$ cat config.mk
export PLATFORM = sky130hd
export DESIGN_NAME = mem_arbiter
export DESIGN_NICKNAME = d
export VERILOG_FILES = /design/src/rtl/mem_arbiter.sv
export SDC_FILE = /design/constraint.sdc
export NUM_CORES = 1
export LEC_CHECK = 0
export CELL_PAD_IN_SITES_DETAIL_PLACEMENT = 0
export CELL_PAD_IN_SITES_GLOBAL_PLACEMENT = 1
export CORE_ASPECT_RATIO = 1.4
export CORE_UTILIZATION = 39
export DETAILED_ROUTE_END_ITERATION = 12
export PLACE_DENSITY = 0.95
export SLEW_MARGIN = 20
export SYNTH_ARGS = -nofsm -noshare
export SYNTH_HDL_FRONTEND = slang
export SYNTH_SLANG_ARGS = --single-unit
$ cat constraint.sdc
create_clock -name clk -period 10.5 [get_ports clk]
set_input_delay 2.1 -clock clk [delete_from_list [all_inputs] [get_ports clk]]
set_output_delay 2.1 -clock clk [all_outputs]
set_load 0.03 [all_outputs]
$ cat src/rtl/mem_arbiter.sv
// -----------------------------------------------------------------------------
// mem_arbiter
//
// Shares the single-ported mem block between the instruction-fetch port
// (read-only) and the data port (read/write). Sequences the mem strobe
// protocol (en/rw/addr/in) and waits on the asynchronous MFC completion flag.
// Each transaction ends with a one-cycle acknowledge to the granted port,
// carrying read data and a timeout error flag.
//
// Transaction flow: IDLE -> SETUP -> ISSUE -> RELEASE -> DONE.
//   SETUP   : bus driven with mem_en low, so the mem posedge-en latch sees
//             stable address/data.
//   ISSUE   : mem_en high until the synchronized MFC rises or TIMEOUT expires.
//   RELEASE : mem_en low until the synchronized MFC falls or TIMEOUT expires.
//   DONE    : ack pulse to the grantee.
//
// Parameters
//   DATA_W   data bus width (16 for mem)
//   ADDR_W   address bus width (16 for mem)
//   TIMEOUT  cycles allowed in ISSUE or RELEASE before aborting; must be
//            in the range 4..255 (8-bit counter)
//
// Ports
//   clk, rst            clock (rising edge), asynchronous active-high reset
//   f_req/f_addr        fetch request (held until f_ack) and address
//   f_ack/f_rdata/f_err fetch completion pulse, read data, timeout flag
//   d_req/d_rw          data request (held until d_ack), 1 = read, 0 = write
//   d_addr/d_wdata      data address and write data
//   d_ack/d_rdata/d_err data completion pulse, read data (0 on writes), flag
//   mem_en/mem_rw       mem strobe and direction
//   mem_addr/mem_in     mem address and write data
//   mem_mfc/mem_out     mem completion flag (asynchronous) and read data
//   busy                high whenever a transaction is in flight
// -----------------------------------------------------------------------------
module mem_arbiter #(
  parameter int DATA_W  = 16,
  parameter int ADDR_W  = 16,
  parameter int TIMEOUT = 16
) (
  input  logic              clk,
  input  logic              rst,
  // fetch port
  input  logic              f_req,
  input  logic [ADDR_W-1:0] f_addr,
  output logic              f_ack,
  output logic [DATA_W-1:0] f_rdata,
  output logic              f_err,
  // data port
  input  logic              d_req,
  input  logic              d_rw,
  input  logic [ADDR_W-1:0] d_addr,
  input  logic [DATA_W-1:0] d_wdata,
  output logic              d_ack,
  output logic [DATA_W-1:0] d_rdata,
  output logic              d_err,
  // mem side
  output logic              mem_en,
  output logic              mem_rw,
  output logic [ADDR_W-1:0] mem_addr,
  output logic [DATA_W-1:0] mem_in,
  input  logic              mem_mfc,
  input  logic [DATA_W-1:0] mem_out,
  // status
  output logic              busy
);

  typedef enum logic [2:0] {
    S_IDLE    = 3'd0,
    S_SETUP   = 3'd1,
    S_ISSUE   = 3'd2,
    S_RELEASE = 3'd3,
    S_DONE    = 3'd4
  } state_t;

  // Grantee encoding, also used for the round-robin "last" bit.
  localparam logic GNT_F = 1'b0;
  localparam logic GNT_D = 1'b1;

  localparam logic [7:0] TO_VAL = 8'(TIMEOUT);

  state_t              r_state;
  state_t              w_next;

  logic                r_mfc_p0;
  logic                r_mfc_p1;
  logic                w_mfc_s;

  logic [7:0]          r_cnt;
  logic [7:0]          w_cnt_inc;
  logic                w_cnt_hit;

  logic                r_last;
  logic                r_gnt;
  logic                r_err_pend;
  logic [DATA_W-1:0]   r_rd;

  logic                r_en;
  logic                r_rw;
  logic [ADDR_W-1:0]   r_addr;
  logic [DATA_W-1:0]   r_in;

  logic                r_f_ack;
  logic [DATA_W-1:0]   r_f_rdata;
  logic                r_f_err;
  logic                r_d_ack;
  logic [DATA_W-1:0]   r_d_rdata;
  logic                r_d_err;

  logic                w_rf;
  logic                w_rd;
  logic                w_any;
  logic                w_sel;
  logic                w_take;
  logic                w_issue_ok;
  logic                w_to;
  logic                w_done_in;
  logic                w_err_final;
  logic [DATA_W-1:0]   w_rdata_final;

  // ---------------------------------------------------------------------------
  // MFC synchronizer: two flops, w_mfc_s is the only MFC the FSM looks at.
  // ---------------------------------------------------------------------------
  always_ff @(posedge clk or posedge rst) begin
    if (rst) begin
      r_mfc_p0 <= 1'b0;
      r_mfc_p1 <= 1'b0;
    end else begin
      r_mfc_p0 <= mem_mfc;
      r_mfc_p1 <= r_mfc_p0;
    end
  end

  assign w_mfc_s = r_mfc_p1;

  // ---------------------------------------------------------------------------
  // Arbitration. In DONE the acknowledged port is masked: its requester only
  // drops req on the edge that leaves DONE, so its still-high req must not be
  // taken as a new request. This lets DONE hand the bus straight to a waiting
  // other port, giving alternating conflicts an 8-cycle ack spacing.
  // ---------------------------------------------------------------------------
  always_comb begin
    w_rf = f_req;
    w_rd = d_req;
    if (r_state == S_DONE) begin
      w_rf = f_req & (r_gnt != GNT_F);
      w_rd = d_req & (r_gnt != GNT_D);
    end
  end

  assign w_any = w_rf | w_rd;
  // On conflict the port not served last wins; otherwise the sole requester.
  assign w_sel = (w_rf & w_rd) ? ~r_last : w_rd;

  assign w_cnt_inc = r_cnt + 8'd1;
  assign w_cnt_hit = (w_cnt_inc == TO_VAL);

  // ---------------------------------------------------------------------------
  // Next-state logic.
  // ---------------------------------------------------------------------------
  always_comb begin
    w_next     = r_state;
    w_take     = 1'b0;
    w_issue_ok = 1'b0;
    w_to       = 1'b0;
    w_done_in  = 1'b0;
    case (r_state)
      S_IDLE: begin
        if (w_any) begin
          w_take = 1'b1;
          w_next = S_SETUP;
        end
      end
      S_SETUP: begin
        w_next = S_ISSUE;
      end
      S_ISSUE: begin
        if (w_mfc_s) begin
          w_issue_ok = 1'b1;
          w_next     = S_RELEASE;
        end else if (w_cnt_hit) begin
          w_to   = 1'b1;
          w_next = S_RELEASE;
        end
      end
      S_RELEASE: begin
        // MFC falling takes priority over a simultaneous timeout.
        if (!w_mfc_s) begin
          w_done_in = 1'b1;
          w_next    = S_DONE;
        end else if (w_cnt_hit) begin
          w_to      = 1'b1;
          w_done_in = 1'b1;
          w_next    = S_DONE;
        end
      end
      S_DONE: begin
        if (w_any) begin
          w_take = 1'b1;
          w_next = S_SETUP;
        end else begin
          w_next = S_IDLE;
        end
      end
      default: begin
        w_next = S_IDLE;
      end
    endcase
  end

  // A RELEASE timeout is flagged on the same edge that enters DONE, so fold
  // it in here rather than waiting for r_err_pend.
  assign w_err_final   = r_err_pend | w_to;
  assign w_rdata_final = w_err_final ? '0 : r_rd;

  // ---------------------------------------------------------------------------
  // FSM state, counter and transaction bookkeeping.
  // ---------------------------------------------------------------------------
  always_ff @(posedge clk or posedge rst) begin
    if (rst) begin
      r_state    <= S_IDLE;
      r_cnt      <= 8'd0;
      r_last     <= GNT_D;
      r_gnt      <= GNT_F;
      r_err_pend <= 1'b0;
      r_rd       <= '0;
    end else begin
      r_state <= w_next;

      // Cleared on entry to any state, counts while waiting on MFC.
      if (w_next != r_state) begin
        r_cnt <= 8'd0;
      end else if (r_state == S_ISSUE || r_state == S_RELEASE) begin
        r_cnt <= w_cnt_inc;
      end

      if (r_state == S_DONE) begin
        r_last <= r_gnt;
      end

      if (w_take) begin
        r_gnt      <= w_sel;
        r_err_pend <= 1'b0;
        r_rd       <= '0;
      end else begin
        if (w_to) begin
          r_err_pend <= 1'b1;
        end
        if (w_issue_ok) begin
          r_rd <= r_rw ? mem_out : '0;
        end
      end
    end
  end

  // ---------------------------------------------------------------------------
  // mem bus. Address/direction/data are latched at grant and otherwise hold;
  // mem_en is registered from the next state so it is high exactly in ISSUE.
  // ---------------------------------------------------------------------------
  always_ff @(posedge clk or posedge rst) begin
    if (rst) begin
      r_en   <= 1'b0;
      r_rw   <= 1'b1;
      r_addr <= '0;
      r_in   <= '0;
    end else begin
      r_en <= (w_next == S_ISSUE);
      if (w_take) begin
        if (w_sel == GNT_D) begin
          r_addr <= d_addr;
          r_rw   <= d_rw;
          r_in   <= d_wdata;
        end else begin
          r_addr <= f_addr;
          r_rw   <= 1'b1;
        end
      end
    end
  end

  // ---------------------------------------------------------------------------
  // Completion outputs, loaded on entry to DONE. rdata/err hold until the
  // next completion for the same port; ack is a single-cycle pulse.
  // ---------------------------------------------------------------------------
  always_ff @(posedge clk or posedge rst) begin
    if (rst) begin
      r_f_ack   <= 1'b0;
      r_f_rdata <= '0;
      r_f_err   <= 1'b0;
      r_d_ack   <= 1'b0;
      r_d_rdata <= '0;
      r_d_err   <= 1'b0;
    end else begin
      r_f_ack <= w_done_in & (r_gnt == GNT_F);
      r_d_ack <= w_done_in & (r_gnt == GNT_D);
      if (w_done_in) begin
        if (r_gnt == GNT_F) begin
          r_f_rdata <= w_rdata_final;
          r_f_err   <= w_err_final;
        end else begin
          r_d_rdata <= w_rdata_final;
          r_d_err   <= w_err_final;
        end
      end
    end
  end

  assign f_ack    = r_f_ack;
  assign f_rdata  = r_f_rdata;
  assign f_err    = r_f_err;
  assign d_ack    = r_d_ack;
  assign d_rdata  = r_d_rdata;
  assign d_err    = r_d_err;
  assign mem_en   = r_en;
  assign mem_rw   = r_rw;
  assign mem_addr = r_addr;
  assign mem_in   = r_in;
  assign busy     = (r_state != S_IDLE);

endmodule

=== Yosys cells after proc, flatten, opt, wreduce, memory -nomap -nowiden ===
Index checks and enable logic that the tools add are counted.

* Add/subtract/negate cells: 1
* $mul: 0
* Div/mod/pow operators: 0
* $lt $le $gt $ge: 0
* Equal/unequal tests: 7
* Shift operators: 0
* Multiplexer cells: 30
* Bitwise logic cells: 9
* Reduce and logical (&&, ||, !) cells: 10

{| class="wikitable"
|+ Operators by type and width
! operator !! number
|-
| $mux 16 || 5
|-
| $mux 1 || 16
|-
| $mux 8 || 2
|-
| $mux 3 || 5
|-
| $pmux 3 s5 || 1
|-
| $eq 3x2->1 const B || 3
|-
| $add 8x1->8 const B || 1
|-
| $eq 8x5->1 const B || 1
|-
| $reduce_and 2->1 || 3
|-
| $reduce_bool 2->1 || 3
|-
| $and 1x1->1 || 5
|-
| $eq 3x1->1 const B || 1
|-
| $eq 3x3->1 const B || 1
|-
| $logic_not 3->1 || 1
|-
| $ne 3x3->1 || 1
|-
| $reduce_bool 3->1 || 1
|-
| $not 1->1 || 2
|-
| $or 1x1->1 || 2
|-
| $pmux 1 s2 || 1
|-
| $reduce_or 2->1 || 1
|-
| $logic_or 1x1->1 || 1
|}

* Register bits after elaboration: 102
* Bits in latches: 0
* RAM bits: 0
* ROM bits: 0
* Input port bits: 70
* Output and inout bits: 71
* Logic and storage cells: 75
* Memories: 0

=== Longest topological paths before layout ===
* Depth in word-level cells: 8
* Mapped depth: 8
* Depth with buffers taken out: 6

=== Worst setup path before layout ===
OpenSTA, ideal clock, no wires.

* Path kind: input port to flip-flop
* Start: input f_req
* End: register r_in[0] (netlist: mem_in[0])
* Library setup time: 0.125 ns
* Data arrival time: 3.383 ns
* Setup slack: 6.992 ns
* Stages: 5
* Buffers on the path: 1
* Cell sequence: mux2i_1 -> a2111oi_4 -> nand2_1 -> buf_2 -> mux2_2

* Cells in the longest elaborated chain, start to end: 6
* Elaborated cells on any way between the ends: 8
* Classes of those cells: mux: 4; bitwise: 3; reduce/logical: 1

{| class="wikitable"
|+ RTL lines
! item !! line !! RTL
|-
| from (decl) || 43 || <nowiki>input logic f_req,</nowiki>
|-
| $and 1x1->1 || 145 || <nowiki>w_rf = f_req & (r_gnt != GNT_F);</nowiki>
|-
| $mux 1 * || 144 || <nowiki>if (r_state == S_DONE) begin</nowiki>
|-
| $or 1x1->1 || 150 || <nowiki>assign w_any = w_rf | w_rd;</nowiki>
|-
| $mux 1 || 168, 197 ||
|-
| $mux 1 || -- ||
|-
| $reduce_and 2->1 (no line) * || -- ||
|-
| to (signal assigned) || 271 || <nowiki>r_in <= d_wdata;</nowiki>
|-
| to (decl) || 100 || <nowiki>logic [DATA_W-1:0] r_in;</nowiki>
|}

Mark *: on every way between the ends. The rest lies on a longest branch, timed or not.
A chain may end at the register's enable or synchronous reset.

=== Final worst setup path ===
* Start: input f_req
* End: register r_in[2] (netlist: mem_in[2])

The elaborated chain is that of the path after synthesis.

==> reports/qor.yml <==
vdd_ir_drop_max_mv: 0.145
fin_crit_ns: 4.30
synth_top_area_share: 0.549
synth_most_common_cell: "sky130_fd_sc_hd__dfrtp_1"
route.antenna.remaining_nets: 0
die_w_um: 93.4
io_pins: 141
maxSlewHeadroom: 0.463
count_of_nets_after_finishing: 569
synth_simple_gate_area_frac: 0.0922
number_of_sinks_driven_by_the_clock_tree: 102
via_count: 3338
syn_nets: 437
detailedPlacementHpwl_um: 7780
final.hold.worst_slack_ns: 0.371
ys_ff_latch: 102
route.met2.wl_um: 5710
hold_class: "flip-flop to flip-flop"
worst_setup_path_start_kind: "input pin"
dieArea_mm2: 0.0121
worst_r2r_setup_slack_ns: 7.83
cts_tree: "done"
yosysUniqueCellTypes: 43
cts.htree.levels: 3
power_report.internal_total_w: 0.00113
post_route_core_utilization: 0.561
power_density_mw_per_mm2: 291
critPathMaxFanout: 42
synth.cells.most_frequent: "100 x sky130_fd_sc_hd__dfrtp_1, 34 x sky130_fd_sc_hd__a21oi_1, 32 x sky130_fd_sc_hd__mux2_2, 27 x sky130_fd_sc_hd__nor2_1, 20 x sky130_fd_sc_hd__mux2i_1"
synth_enable_flop_cells: 0
core_region_area_mm2: 0.0113
io_buffers: 140
worst_slack_ns: 6.20
power_frac_seq: 0.354
synth_async_sr_flop_share: 1.00
syn-instance-count: 366
clock_path_buffers: 2
critical_path_required_ns: 10.72
synth_compound_gate_area_share: 0.119
netlist_top_cells_area: "sky130_fd_sc_hd__dfrtp_1 55%, sky130_fd_sc_hd__mux2_2 7.9%, sky130_fd_sc_hd__mux2_4 5.3%"
area_growth_syn_to_layout_pct: 39.6
critPathBufInv: 2
clk_root_buffer_cell: "sky130_fd_sc_hd__clkbuf_16"
track_usage: 0.186
yosys.area.top_type: "sky130_fd_sc_hd__dfrtp_1"
finalCritPeriodShare: 0.410
status: "finished clean"
route.layer.met1.wl_um: 4200
finalWirelength_um: 10800
yosys-mux-area-fraction: 0.176
remaining_drc_errors: 0
drt_iter0_drc: 178
path_cells: "clkdlybuf4s50_1 -> mux2i_1 -> a2111oi_4 -> buf_4 -> nand2_1 -> mux2_2"
unrepaired_setup_endpoints_after_global_routing: "no"
critical_path.max_stage_delay_ns: 0.53
global_route_wire_length_before_repair_um: 17300
count_of_cells_resized_by_post_cts_repair: 0
row_count: 46
worst_setup_hold_path_clk_slew_ns: 0.06
met3_wirelength_um: 502
timing_max_transition_violations_final: 0
wl_per_cell_um: 16.7
finalClockSkew_ns: 0.00828
grt_max_degree: 58
setup_violations: 0
power.share.switching: 0.391
grt_antenna_before_repair: 0
cts_setup_buffers: 0
fillCellCount: 945
fin_total_pwr_w: 0.00185
synthXorXnorAreaFrac: 0.0173
drt_pass1_iterations: 4
avgSynthCellArea_um2: 12.5
via_cell_ratio: 5.17
maxClockFrequency_mhz: 233
finalWeightedCongestion: 0.767
antennaDiodeCount: 0
seq_area_frac_synth: 0.561
post_synth_fa_ha_maj_area_fraction: 0.00274
hold_violations: 0
pre_cts_setup_slack_ns: 5.83
slowest_stage: "sky130_fd_sc_hd__clkdlybuf4s50_1"
setup_total_negative_slack_ns: 0
synth_ff_type: "sky130_fd_sc_hd__dfrtp_1"
netlist_area_mm2: 0.00456
fraction_of_power_consumed_by_the_clock_network: 0.174
ys.warnings.count: 0
fraction_of_layout_cells_with_a_size_suffix_above_1: 0.155
synth_top_family_by_area: "multiplexers"
hold_fix_buffer_count_after_cts: 0
critical-path-top-delay-family: "buffers and inverters"
cts_inserted_buffers: 9
crit_path_capture_type: "flip-flop"
floorplan.initialDensity: 0.402
vias_in_the_first_global_route: 3459
max_cap_violations: 0
clk_latency_worst_skew_pair_ns: 0.34
timing.critical_path.arrival_ns: 4.52
globalRouteOverflowTotal: 0
combPwrFrac: 0.472
timing_worst_slew_pin_value_ns: 0.804
die_height_um: 130
p_switching_w: 0.000724
topRoutingLayerUsed: "met4"
worst-setup-path-type: "input pin to flip-flop"
power.leakage_nw: 2.81
-- cell type report --
class | instances | area, µm² | area share
clock inverter | 5 | 57.6 | 0.00904
timing repair buffer | 145 | 1440 | 0.227
inverter | 8 | 32.5 | 0.00511
clock buffer | 10 | 229 | 0.0360
multi-input combinational | 232 | 1870 | 0.293
tap | 144 | 180 | 0.0283
sequential | 102 | 2550 | 0.401
-- layer usage --
| layer | vias up | global-route usage |
|---|---|---|
| met1 | 1637 | 0.214 |
| met5 | - | 0 |
| li1 | 1560 | - |
| met2 | 112 | 0.325 |
| met4 | 0 | 0.0869 |
| met3 | 29 | 0.0431 |
-- state kept, by name, summed over array words and instances, names as in the netlist, 3 cells and up --
signal,flops
d_rdata,16
f_rdata,16
mem_addr,16
mem_in,16
r_rd,16
r_cnt,8
r_state,3
-- cells in the final DEF, fill, tap and decap left out, types with 2 or more instances in the layout --
cell type	synthesis	routed
sky130_fd_sc_hd__clkbuf_16	0	9
sky130_fd_sc_hd__nor2_1	27	27
sky130_fd_sc_hd__mux2_4	16	16
sky130_fd_sc_hd__dfstp_2	2	2
sky130_fd_sc_hd__a211oi_1	8	8
sky130_fd_sc_hd__xnor2_1	4	4
sky130_fd_sc_hd__mux2i_1	20	20
sky130_fd_sc_hd__clkinv_2	0	2
sky130_fd_sc_hd__nand3_1	4	4
sky130_fd_sc_hd__a21oi_1	34	34
sky130_fd_sc_hd__clkdlybuf4s50_1	0	140
sky130_fd_sc_hd__buf_4	1	4
sky130_fd_sc_hd__dfrtp_1	100	100
sky130_fd_sc_hd__o21a_1	2	2
sky130_fd_sc_hd__nor3_1	5	5
sky130_fd_sc_hd__a22o_1	16	16
sky130_fd_sc_hd__nor2b_1	3	3
sky130_fd_sc_hd__nand2_1	11	11
sky130_fd_sc_hd__a211o_1	2	2
sky130_fd_sc_hd__nand2b_1	16	16
sky130_fd_sc_hd__inv_1	8	7
sky130_fd_sc_hd__inv_6	0	2
sky130_fd_sc_hd__mux2_2	32	32
sky130_fd_sc_hd__nand3b_1	2	2
sky130_fd_sc_hd__and3_1	2	2
sky130_fd_sc_hd__nand4_1	4	4
sky130_fd_sc_hd__or3_1	2	2
sky130_fd_sc_hd__xor2_1	5	5
sky130_fd_sc_hd__a21oi_4	2	2
-- metrics by stage --
step,instances,cell area [µm²]
floorplan,366,4560
global placement,630,6060
detailed placement,630,6060
CTS,645,6350
global route,646,6360
finish,646,6360
-- final timing paths --
check / startpoint / end / cells past startpoint
setup / recovery: f_req / mem_in[2] / 6
hold / removal: r_mfc_p0 / r_mfc_p1 / 0
max in group asynchronous: rst / mem_addr[3] / 3
setup reg to reg: r_state[1] / f_rdata[0] / 5
min in group asynchronous: rst / mem_in[10] / 2
hold reg to reg: r_mfc_p0 / r_mfc_p1 / 0
-- logic make-up (layout without fill, tap and decap cells) --
family	count (synthesis)	count (layout)
flops	102	102
mux	68	68
compound gates	73	73
simple gates	81	81
fa+ha+maj	1	1
xor+xnor	9	9
buf+inv	32	168
-- power groups by stage --
stage | Sequential (W) | Combinational, W | Clock [W]
after global placement | 0.000653 | 0.000856 | 0
after global routing | 0.000672 | 0.000933 | 0.000346
after CTS | 0.000655 | 0.000882 | 0.000332
after floorplan | 0.000843 | 0.000353 | 0
after detailed placement | 0.000659 | 0.000878 | 0
final | 0.000655 | 0.000875 | 0.000323
(Power assumes the default switching activity.)
